==> src/rtl/paddle_key_scheduler.sv <==
// Per-frame paddle command scheduler: snapshots the keycode word, scans it, resolves directions and offers one step command per frame.
// Optional hold-based acceleration is compiled in with `define PADDLE_KEY_SCHED_ACCEL_EN.
module paddle_key_scheduler #(
  parameter int unsigned SLOTS        = 4,
  parameter logic [7:0]  P1_UP        = 8'h1A,
  parameter logic [7:0]  P1_DN        = 8'h16,
  parameter logic [7:0]  P2_UP        = 8'h52,
  parameter logic [7:0]  P2_DN        = 8'h51,
  parameter int unsigned BASE_SPEED   = 1,
  parameter int unsigned MAX_SPEED    = 4,
  parameter int unsigned ACCEL_FRAMES = 8
) (
  input  logic               clk,
  input  logic               reset,
  input  logic [8*SLOTS-1:0] keycode,
  input  logic               frame_tick,
  input  logic               cmd_ready,
  output logic               cmd_valid,
  output logic [3:0]         p1_step,
  output logic [3:0]         p2_step,
  output logic               busy,
  output logic [7:0]         overrun_cnt
);

  localparam int unsigned IDX_W  = (SLOTS > 1) ? $clog2(SLOTS) : 1;
  localparam int unsigned STEP_W = 4;
  localparam int unsigned MAG_W  = 3;
  localparam int unsigned CNT_W  = 8;

  typedef enum logic [1:0] {IDLE, SCAN, RESOLVE, OFFER} state_t;
  typedef enum logic [1:0] {DIR_NONE, DIR_UP, DIR_DN} dir_t;

  // Parameter sanity checks at elaboration
  if (SLOTS == 0) begin : g_bad_slots
    $error("SLOTS must be at least 1");
  end
  if (BASE_SPEED < 1 || BASE_SPEED > 7) begin : g_bad_base
    $error("BASE_SPEED must be in 1..7");
  end
  if (MAX_SPEED < BASE_SPEED || MAX_SPEED > 7) begin : g_bad_max
    $error("MAX_SPEED must be in BASE_SPEED..7");
  end
  if (ACCEL_FRAMES == 0) begin : g_bad_accel
    $error("ACCEL_FRAMES must be non-zero");
  end

  state_t                     state;
  state_t                     nxt;
  logic [SLOTS-1:0][7:0]      snapshot;
  logic [IDX_W-1:0]           idx;
  logic                       p1u, p1d, p2u, p2d;
  logic [7:0]                 cur_slot;
  logic                       hit_p1u, hit_p1d, hit_p2u, hit_p2d;
  logic                       last_idx;
  logic                       cmd_valid_d;
  logic                       busy_d;
  dir_t                       p1_dir, p2_dir;
  logic [MAG_W-1:0]           p1_mag, p2_mag;
  logic [STEP_W-1:0]          p1_step_d, p2_step_d;

  function automatic dir_t dir_of(input logic up, input logic dn);
    dir_t d;
    d = DIR_NONE;
    if (up && !dn) d = DIR_UP;
    else if (dn && !up) d = DIR_DN;
    return d;
  endfunction

  function automatic logic [STEP_W-1:0] signed_step(input dir_t d, input logic [MAG_W-1:0] mag);
    logic [STEP_W-1:0] s;
    s = '0;
    case (d)
      DIR_UP:  s = STEP_W'(0) - STEP_W'(mag);
      DIR_DN:  s = STEP_W'(mag);
      default: s = '0;
    endcase
    return s;
  endfunction

  // Slot matcher; a zero slot is an empty key position
  assign cur_slot = snapshot[idx];
  assign hit_p1u  = (cur_slot != 8'h00) && (cur_slot == P1_UP);
  assign hit_p1d  = (cur_slot != 8'h00) && (cur_slot == P1_DN);
  assign hit_p2u  = (cur_slot != 8'h00) && (cur_slot == P2_UP);
  assign hit_p2d  = (cur_slot != 8'h00) && (cur_slot == P2_DN);
  assign last_idx = (idx == IDX_W'(SLOTS - 1));

  assign p1_dir = dir_of(p1u, p1d);
  assign p2_dir = dir_of(p2u, p2d);

  // State register
  always_ff @(posedge clk or posedge reset) begin
    if (reset) state <= IDLE;
    else       state <= nxt;
  end

  // Next-state logic
  always_comb begin
    nxt = state;
    case (state)
      IDLE:    if (frame_tick) nxt = SCAN;
      SCAN:    if (last_idx) nxt = RESOLVE;
      RESOLVE: nxt = OFFER;
      OFFER:   if (cmd_valid && cmd_ready) nxt = IDLE;
      default: nxt = IDLE;
    endcase
  end

  // Output logic: cmd_valid follows OFFER one cycle later and drops on the transfer edge
  always_comb begin
    cmd_valid_d = 1'b0;
    busy_d      = 1'b0;
    cmd_valid_d = (state == OFFER) && !(cmd_valid && cmd_ready);
    busy_d      = (nxt != IDLE);
  end

`ifdef PADDLE_KEY_SCHED_ACCEL_EN
  dir_t             p1_last, p2_last;
  logic [CNT_W-1:0] p1_hold, p2_hold;
  logic [CNT_W-1:0] p1_hold_d, p2_hold_d;

  function automatic logic [CNT_W-1:0] hold_next(input dir_t d, input dir_t last,
                                                 input logic [CNT_W-1:0] h);
    logic [CNT_W-1:0] n;
    n = '0;
    if (d != DIR_NONE && d == last) n = (h == {CNT_W{1'b1}}) ? h : h + CNT_W'(1);
    return n;
  endfunction

  function automatic logic [MAG_W-1:0] mag_of(input logic [CNT_W-1:0] h);
    int unsigned m;
    m = BASE_SPEED + 32'(h) / ACCEL_FRAMES;
    if (m > MAX_SPEED) m = MAX_SPEED;
    return MAG_W'(m);
  endfunction

  assign p1_hold_d = hold_next(p1_dir, p1_last, p1_hold);
  assign p2_hold_d = hold_next(p2_dir, p2_last, p2_hold);
  assign p1_mag    = mag_of(p1_hold_d);
  assign p2_mag    = mag_of(p2_hold_d);

  // Hold counters advance only on resolved frames
  always_ff @(posedge clk or posedge reset) begin
    if (reset) begin
      p1_hold <= '0;
      p2_hold <= '0;
      p1_last <= DIR_NONE;
      p2_last <= DIR_NONE;
    end else if (state == RESOLVE) begin
      p1_hold <= p1_hold_d;
      p2_hold <= p2_hold_d;
      p1_last <= p1_dir;
      p2_last <= p2_dir;
    end
  end
`else
  assign p1_mag = MAG_W'(BASE_SPEED);
  assign p2_mag = MAG_W'(BASE_SPEED);
`endif

  assign p1_step_d = signed_step(p1_dir, p1_mag);
  assign p2_step_d = signed_step(p2_dir, p2_mag);

  // Datapath and registered outputs
  always_ff @(posedge clk or posedge reset) begin
    if (reset) begin
      snapshot    <= '0;
      idx         <= '0;
      p1u         <= 1'b0;
      p1d         <= 1'b0;
      p2u         <= 1'b0;
      p2d         <= 1'b0;
      p1_step     <= '0;
      p2_step     <= '0;
      cmd_valid   <= 1'b0;
      busy        <= 1'b0;
      overrun_cnt <= '0;
    end else begin
      cmd_valid <= cmd_valid_d;
      busy      <= busy_d;
      if (frame_tick && state != IDLE && overrun_cnt != {CNT_W{1'b1}})
        overrun_cnt <= overrun_cnt + CNT_W'(1);
      case (state)
        IDLE: begin
          if (frame_tick) begin
            snapshot <= keycode;
            idx      <= '0;
            p1u      <= 1'b0;
            p1d      <= 1'b0;
            p2u      <= 1'b0;
            p2d      <= 1'b0;
          end
        end
        SCAN: begin
          p1u <= p1u | hit_p1u;
          p1d <= p1d | hit_p1d;
          p2u <= p2u | hit_p2u;
          p2d <= p2d | hit_p2d;
          idx <= idx + IDX_W'(1);
        end
        RESOLVE: begin
          p1_step <= p1_step_d;
          p2_step <= p2_step_d;
        end
        default: ;
      endcase
    end
  end

endmodule

==> config.mk <==
export PLATFORM = sky130hd
export DESIGN_NAME = paddle_key_scheduler
export DESIGN_NICKNAME = d
export VERILOG_FILES = /design/src/rtl/paddle_key_scheduler.sv
export SDC_FILE = /design/constraint.sdc
export NUM_CORES = 1
export LEC_CHECK = 0
export BUFFER_PORTS_ARGS = -buffer_cell sky130_fd_sc_hd__buf_2
export CORE_AREA = 2 2 85 66
export DETAILED_ROUTE_END_ITERATION = 8
export DIE_AREA = 0 0 87 68
export PLACE_DENSITY_LB_ADDON = 0.3
export REMOVE_ABC_BUFFERS = 1
export SKIP_LAST_GASP = 1
export SYNTH_ARGS = -nofsm -noshare
export SYNTH_HDL_FRONTEND = slang
export SYNTH_SLANG_ARGS = --single-unit
==> constraint.sdc <==
create_clock -name clk -period 2.3 [get_ports clk]
set_input_delay 0.115 -clock clk [delete_from_list [all_inputs] [get_ports clk]]
set_output_delay 0.115 -clock clk [all_outputs]
set_load 0.005 [all_outputs]
# Word-level counts from Yosys, hierarchy flattened
# Cells that the tools add are included.
[word_totals]
word_cells = 79
inputBits = 36
output_inout_bits = 18
romBits = 0
regBits = 58
n_memories = 0
ram_bits = 0
latchBits = 0
[classes]
reduce_logical = 24
n_mux = 19
div = 0
n_lt_le_gt_ge = 1
eq_ne = 14
mul = 0
bitwise_logic = 4
n_shift = 0
addsub = 2
[ops]
columns = ["operator", "n"]
rows = [
  ["binary-select mux 8 bit (select 2 bit)", 1],
  ["equality test 8 x 5 -> 1 bit (second input constant)", 2],
  ["equality test 8 x 7 -> 1 bit (second input constant)", 2],
  ["2-to-1 mux 2 bit", 8],
  ["one-hot mux 4 bit (2 select lines)", 2],
  ["logical AND 1 bit", 12],
  ["equality test 2 bit (second input constant)", 5],
  ["adder 8 x 1 -> 8 bit (second input constant)", 1],
  ["2-to-1 mux 8 bit", 1],
  ["inequality test 8 bit (second input constant)", 1],
  ["one-hot mux 1 bit (2 select lines)", 4],
  ["one-hot mux 2 bit (4 select lines)", 1],
  ["nonzero test 8 bit", 1],
  ["equality test 2 x 1 -> 1 bit (second input constant)", 3],
  ["nonzero test 2 bit", 3],
  ["zero test 1 bit", 5],
  ["bitwise OR 1 bit", 4],
  ["one-hot mux 2 bit (2 select lines)", 1],
  ["AND reduction 2 bit", 2],
  ["less-than comparator 2 x 3 -> 1 bit (second input constant)", 1],
  ["adder 2 x 1 -> 2 bit (second input constant)", 1],
  ["zero test 2 bit", 1],
  ["inequality test 2 bit (second input constant)", 1],
  ["2-to-1 mux 1 bit", 1],
]

# Depth between registers and ports, before layout
# Gate-level depths: netlist of run 1.
[logic_depth]
ltp_word = 6
depth_mapped = 7
mapped_depth_nobuf = 5

# Worst setup path after synthesis of run 1
# OpenSTA, ideal clock, no wires.
[synth_path]
kind = "reg2reg"
startpoint = "reg overrun_cnt[0]"
endpoint = "reg overrun_cnt[1]"
synth_period_minus_slack_ps = 1633
stages_incl_launch_ff = 5
path_buffers = 0
t_arrival_ps = 1508
required_ps = 2175
setup_slack_ps = 667
cell_sequence = "dfrtp_1 -> ha_1 -> and3_1 -> a41oi_2 -> mux2_2"
[synth_via]
elab_chain_cells = 2
word_cells_on_any_way = 3
[synth_lines]
columns = ["element", "line_no", "rtl"]
rows = [
  ["start, declared", "22", "output logic [7:0] overrun_cnt"],
  ["start signal, assigned", "182", "overrun_cnt <= overrun_cnt + CNT_W'(1);"],
  ["branches (longest 2 deep; another with adder 8 x 1 -> 8 bit)", "--", ""],
]
# Several ways; the timed one is not identified.
# A chain may end at the register's enable or synchronous reset.

# Worst setup path in the final report of run 1
[layout_path]
startpoint = "reg idx[0]"
endpoint = "reg p1u"
[layout_via]
elab_chain_cells = 6
word_cells_on_any_way = 7
[layout_lines]
columns = ["element", "line_no", "rtl"]
rows = [
  ["start, declared", "50", "logic [IDX_W-1:0] idx;"],
  ["start signal, assigned", "199", "idx <= idx + IDX_W'(1);"],
  ["binary-select mux 8 bit (select 2 bit) (*)", "81", "assign cur_slot = snapshot[idx];"],
  ["2-to-1 mux 8 bit (implied by the code) (*)", "81", ""],
  ["equality test 8 x 5 -> 1 bit / nonzero test 8 bit (equally long branches)", "82", "assign hit_p1u = (cur_slot != 8'h00) && (cur_slot == P1_UP);"],
  ["logical AND 1 bit (*)", "82", ""],
  ["bitwise OR 1 bit (*)", "195", "p1u <= p1u | hit_p1u;"],
  ["one-hot mux 1 bit (2 select lines) (*)", "183", "case (state)"],
  ["end signal, assigned", "195", ""],
  ["end, declared", "51", "logic p1u, p1d, p2u, p2d;"],
]
# Every way passes the cells marked *; elsewhere a longest branch is shown, timed or not. The select of a mux whose other input is x is not followed.

==> impl_metrics.csv, run 1 <==
group,metric,value,unit
yosys,synth_top_cells_by_area,"dfrtp_1 55%, nand2_1 16%, mux4_2 3.6%",
yosys,ys_seq_area_share,54.63,%
setup_path,path_cells,"mux4_2 > nand2b_4 > a2111oi_4 > a22o_1",
place,dp.cells,349,
place,dpl.hpwl,3204,um
sta,finalClockSkew,7.406,ps
yosys,syn_area_per_cell,10.10,um^2
cts,cts_tree,"yes",
sta,min_period,1953,ps
cts,cts_setup_buffers,0,
floorplanning,num_rows,23,
setup_path,crit_type,"register to register",
global_route,antenna_found_initial,0,
sta,finalHoldViolCount,0,
cts,hold_buffers,18,
yosys,ys_seq_elements,54,
global_route,grt_max_degree,35,
run,maxCapViolCount,0,
yosys,syn_inst,245,
setup_path,endpoint_kind,"register",
global_route,first_global_vias,1647,
cells_and_area,layout.nets,352,
sta,fmax,0.5122,GHz
floorplanning,die-area,0.005916,mm^2
cells_and_area,final_common_cell,"nand2_1",
cells_and_area,n_fill_cell,439,
cells_and_area,seq_area,0.001351,mm^2
routing,wl_per_cell,12.10,um
cts,cts_buffers,5,
yosys,synth.distinct_cells,40,
cts,clkSlewWorstSetupHoldPaths,90,ps
yosys,synth_top_area_cell,"dfrtp_1",
routing,antenna_left,0,
sta,finalSetupViolations,0,
setup_path,critPathArrivalTime,2190,ps
yosys,ys_async_sr_fraction,100.0,%
cts,cts-root-buf,"clkbuf_8",
routing,drt_drc_violations_left,0,
cells_and_area,final_cell_mix,"106 x nand2_1, 54 x dfrtp_1, 53 x buf_2",
cts,cts_buffer_depth,2,
global_route,grt_usage,16.94,%
floorplanning,core,0.005151,mm^2
floorplanning,ios,54,
sta,worst_slew_pin_slew,620.8,ps
routing,drt-initial-drc-count,86,
cells_and_area,diodes,0,
setup_path,max_stage_delay,720,ps
setup_path,cp.required,2540,ps
min_path,whs_endpoint,"snapshot[22]",
power,leakage,0.001559,uW
place,routabilityCongestion,0.7840,
run_status,outcome,"finished, final reports clean",
yosys,synth_edf_count,0,
routing,drtPass1Iterations,4,
power,peakVddDrop,0.0004796,V
min_path,min_path_type,"input pin to register",
yosys,yosysWarnings,0,
cts,htreeDepth,2,
place,port-buffer-count,53,
setup_path,startpoint_type,"register",
setup_path,worstReg2RegEnd,"p1u",
sta,relSlewSlack,58.51,%
cells_and_area,syn_to_final_growth,23.37,%
sta,rsz0062_at_grt,"no",
min_path,hold_path.startpoint,"keycode[22]",
routing,viasPerCell,4.931,
setup_path,path_max_fanout,14,
min_path,hold_depth,3,
global_route,grt_pass1_wl,7672,um
floorplanning,start_util,48.02,%
setup_path,ff2ff_setup_slack,350,ps
routing,vias,1849,
setup_path,rr_worst_depth,4,
cells_and_area,drive_above_1_share,25.24,%
cts,clk_latency,300,ps
yosys,ys.flop_type,"dfrtp_1",
floorplanning,chipHeight,68,um
setup_path,reg2reg_from,"idx[0]",
cells_and_area,instances_no_fill,375,
routing,totalWireLength,4539,um
setup_path,cp_slowest_cell,"dfrtp_1",
cells_and_area,multi_input_area,0.001022,mm^2
floorplanning,fp.dieW,87,um
cts,post_cts_resized,0,
sta,period_share,84.89,%
sta,setup_tns,0,ps
global_route,gr-total-overflow,0,
yosys,yosys.area.top_type_share,54.63,%
yosys,syn_area,0.002474,mm^2
power,p_per_area,1187,mW/mm^2
sta,final_max_slew_viol_count,0,
cts,clock_sink_count,54,
cells_and_area,final_core_util,59.24,%
[critical path: cells and delay by family (launching register included)]
kind / cells / cell delay (ps)
flip-flops: 1 / 720
multiplexers: 1 / 590
AO/OA/AOI/OAI: 2 / 410
AND/OR/NAND/NOR: 1 / 160
[per-stage QoR]
| step | setup slack (ps) | hold WS (ps) | instance area, um^2 | total power [uW] |
|---|---|---|---|---|
| after global routing | 179.6 | 2.003 | 3052 | 3947 |
| final | 347.5 | 2.954 | 3052 | 3623 |
| after floorplan | 527.8 | 197.4 | 2392 | 2597 |
| after CTS | 322.4 | 0.2532 | 3052 | 3666 |
| after detailed placement | 348.5 | 181.4 | 2765 | 3020 |
| after global placement | 380.5 | 175.3 | 2765 | 2975 |
[cell usage after synthesis (3+ instances only)]
| cell type | instances |
|---|---|
| nor2_1 | 4 |
| a22o_1 | 3 |
| inv_1 | 5 |
| mux4_2 | 4 |
| and3_1 | 3 |
| clkbuf_1 | 8 |
| mux2_2 | 3 |
| nand2_1 | 106 |
| xnor2_1 | 6 |
| dfrtp_1 | 54 |
| ha_1 | 4 |
| o21ai_0 | 8 |
| buf_4 | 4 |
[cell families after synthesis]
group | synth area share, %
simple gates | 23.72
buf+inv | 4.047
compound gates | 7.031
flops | 54.63
fa+ha+maj | 2.023
xor+xnor | 2.479
mux | 6.070
[cell type report]
class	count	area share, %
clock inverters	1	0.9840
flip-flops and latches	54	44.28
inverters	5	0.6150
well taps	62	2.542
repair buffers	75	15.58
clock buffers	7	2.501
multi-input cells	171	33.50
[state kept, by name (all words and copies together) (netlist names), 2 cells and up]
| signal | count |
|---|---|
| state | 2 |
| p2_step | 2 |
| p1_step | 2 |
| idx | 2 |
| overrun_cnt | 8 |
| snapshot | 32 |
[how the worst max path moves through the flow]
| stage | startpoint | endpoint | slack (ps) | cells past startpoint |
|---|---|---|---|---|
| detailed placement | idx[0] | p2u | 350 | 4 |
| finish | idx[0] | p1u | 350 | 4 |
| global route | idx[0] | p1d | 180 | 4 |
| floorplan | idx[0] | p1d | 530 | 4 |
| global placement | idx[0] | p1u | 380 | 4 |
| CTS | idx[0] | p1u | 320 | 4 |
[where the power goes]
group          leakage, uW  internal (uW)  switching, uW
Sequential        0.000683           1360            364
Clock            0.0000524            326            292
Combinational     0.000823            669            609
[routing by layer]
metal | vias up | track usage [%] | part of all wire, %
met5 | - | 0 | 0
met4 | 0 | 5.859 | 1.5
met3 | 7 | 3.257 | 2.8
met2 | 29 | 26.24 | 45
met1 | 876 | 24.10 | 50
li1 | 937 | - | -
Note: power is estimated with default switching activity, not from simulation.
==> inputs of run 2 (changes only) <==
ABC_AREA = 1   (was unset)
CORE_AREA = 2 2 89 70   (was 2 2 85 66)
DIE_AREA = 0 0 91 72   (was 0 0 87 68)
clock period = 1.7 ns   (was 2.3 ns; I/O delays follow)
==> run 2 against run 1 <==
- sequential share of layout area is 3.5 points lower
- critical path depth increased by 6
- clock skew shrank 1.2 ps
- global-route usage increased by 0.69 points
- count of clock-buffer cells in the layout is the same
- utilization decreased by 0.53 points
- die area increased by 11%
- wire length up 18%
- critical endpoint unchanged
- largest cell class unchanged
==> impl_metrics.csv, run 2 <==
group,metric,value,unit
routing,viasPerCell,4.830,
cts,hold_buffers,17,
sta,finalSetupViolations,0,
sta,final_max_slew_viol_count,0,
cts,cts_buffer_depth,2,
setup_path,cp.required,1950,ps
sta,rsz0062_at_grt,"no",
setup_path,crit_type,"register to register",
power,p_per_area,1629,mW/mm^2
floorplanning,core,0.005645,mm^2
setup_path,worstSetupStartpoint,"idx[0]",
yosys,synth_top_area_cell,"dfrtp_1",
cells_and_area,layout.nets,409,
cells_and_area,syn_to_final_growth,23.50,%
cells_and_area,reg_top3,"snapshot x32, overrun_cnt x8",
cts,cts_setup_buffers,0,
cells_and_area,largest_reg_flops,32,
floorplanning,die-area,0.006552,mm^2
routing,drtPass1Iterations,5,
place,dpl.hpwl,3726,um
global_route,antenna_found_initial,0,
yosys,synth_edf_count,0,
min_path,min_path_type,"input pin to register",
routing,drt_drc_violations_left,0,
yosys,synth.distinct_cells,22,
yosys,ys_seq_area_share,50.35,%
yosys,synthTopCellsByCount,"99 x nand2_1, 54 x dfrtp_1, 29 x nand3_1",
floorplanning,fp.dieW,91,um
floorplanning,ios,54,
yosys,yosysMostFrequentCell,"nand2_1",
cts,post_cts_resized,0,
sta,fin_ws,254.7,ps
sta,worst_slew_pin_slew,463.0,ps
setup_path,worstReg2RegEnd,"p1u",
setup_path,cp_top_family,"simple AND/OR/NAND/NOR gates",
yosys,syn_area_per_cell,9.006,um^2
power,leakage,0.001712,uW
yosys,syn_inst,298,
sta,fmax,0.6919,GHz
setup_path,reg2reg_from,"idx[0]",
cts,htreeDepth,2,
cts,cts_buffers,5,
sta,hold_slack,9.268,ps
setup_path,path_buf_inv,2,
global_route,grt_max_degree,55,
setup_path,worst-path-stages,10,
cts,cts-root-buf,"clkbuf_8",
setup_path,cp_slowest_cell,"dfrtp_1",
global_route,grt_pass1_wl,9280,um
place,dp_slack,291.1,ps
sta,finalClockSkew,6.221,ps
place,port-buffer-count,53,
cells_and_area,max_flop_register,"snapshot",
routing,wl_per_cell,11.96,um
setup_path,rr_worst_depth,10,
setup_path,endpoint_kind,"register",
global_route,gr-total-overflow,0,
cts,clk_latency,310,ps
routing,vias,2164,
run,maxCapViolCount,0,
run_status,outcome,"finished, final reports clean",
place,routabilityCongestion,0.8677,
setup_path,max_stage_delay,410,ps
cts,clock_sink_count,54,
setup_path,path_cells,"inv_1 > buf_12 > nand2_1 > nand2_1 > nand2_1 > nand2_1 > nand3_1 > nor2_1 > nand2_1 > nand2_1",
floorplanning,start_util,47.54,%
cells_and_area,drive_above_1_share,27.84,%
cells_and_area,final_cell_mix,"98 x nand2_1, 54 x dfrtp_1, 53 x buf_2",
power,peakVddDrop,0.0007204,V
yosys,yosysWarnings,0,
setup_path,setup.worst_path.end,"p1u",
setup_path,critPathArrivalTime,1700,ps
cells_and_area,diodes,0,
cts,clkSlewWorstSetupHoldPaths,90,ps
yosys,synth_top_cells_by_area,"dfrtp_1 50%, nand2_1 14%, mux2_2 8.4%",
routing,drt-initial-drc-count,73,
global_route,first_global_vias,2126,
setup_path,startpoint_type,"register",
cells_and_area,instances_no_fill,448,
setup_path,cp_common_cell,"nand2_1",
sta,finalHoldViolCount,0,
cts,cts_tree,"yes",
setup_path,ff2ff_setup_slack,250,ps
sta,period_share,85.02,%
setup_path,path_max_fanout,13,
routing,antenna_left,0,
floorplanning,chipHeight,72,um
place,dp.cells,422,
yosys,ys_async_sr_fraction,100.0,%
yosys,ys.flop_type,"dfrtp_1",
yosys,yosys.area.top_type_share,50.35,%
global_route,grt_usage,17.64,%
sta,min_period,1445,ps
sta,relSlewSlack,69.02,%
cells_and_area,final_common_cell,"nand2_1",
floorplanning,num_rows,24,
yosys,syn_area,0.002684,mm^2
cells_and_area,final_core_util,58.71,%
yosys,ys_seq_elements,54,
routing,totalWireLength,5358,um
[run 2: cells by family (layout without fill, tap and decap cells)]
group           count (synthesis)  count (layout)  share of synthesized area [%]
flops                          54              54                          50.35
simple gates                  154             154                          23.45
compound gates                 20              20                          4.522
xor+xnor                        6               6                          1.958
fa+ha+maj                       4               4                          1.865
mux                            25              25                          11.19
buf+inv                        35             107                          6.667
[run 2: worst min-delay path by stage]
| stage | slack [ps] | to | from | cells past startpoint |
|---|---|---|---|---|
| after floorplan | 230 | snapshot[15] | keycode[15] | 1 |
| after global placement | 160 | overrun_cnt[5] | reset | 3 |
| after detailed placement | 160 | overrun_cnt[5] | reset | 3 |
| after CTS | 0.9 | snapshot[5] | keycode[5] | 2 |
| after global routing | 5 | snapshot[23] | keycode[23] | 2 |
| final | 9 | snapshot[23] | keycode[23] | 2 |
[run 2: worst reg2reg max path: stages (launching register included)]
cell,delay [ps]
dfrtp_1,410
inv_1,240
buf_12,180
nand2_1,70
nand2_1,60
nand2_1,40
nand2_1,90
nand3_1,80
nor2_1,100
nand2_1,60
nand2_1,60
[run 2: cell type report]
type	count	area, um^2
Clock inverter	1	5.005
Clock buffer	7	86.33
Sequential cell	54	1351
Tap cell	78	97.59
Multi-Input combinational cell	209	1156
Fill cell	536	2331
Inverter	20	75.07
Timing Repair Buffer	79	543.0
[run 2: layer usage]
| metal | part of all wire, % | vias to the layer above | GRT usage (%) |
|---|---|---|---|
| li1 | - | 1093 | - |
| met3 | 5.3 | 5 | 3.634 |
| met1 | 48 | 1022 | 23.45 |
| met5 | 0 | - | 0 |
| met4 | 1.1 | 0 | 5.556 |
| met2 | 46 | 44 | 29.55 |
[run 2: power breakdown]
part	leakage [uW]	switching (uW)	internal, uW	total, uW
combinational	0.00101	1290	1110	2400
sequential	0.000654	373	1880	2250
clock	0.0000482	416	330	746
[run 2: metrics by stage]
stage                     instance area (um^2)  setup TNS (ps)  power [uW]
after floorplan                           2580           -8760        3857
after global placement                    3043               0        4565
after detailed placement                  3043               0        4650
after CTS                                 3304               0        5434
after global routing                      3314               0        5895
final                                     3314               0        5400
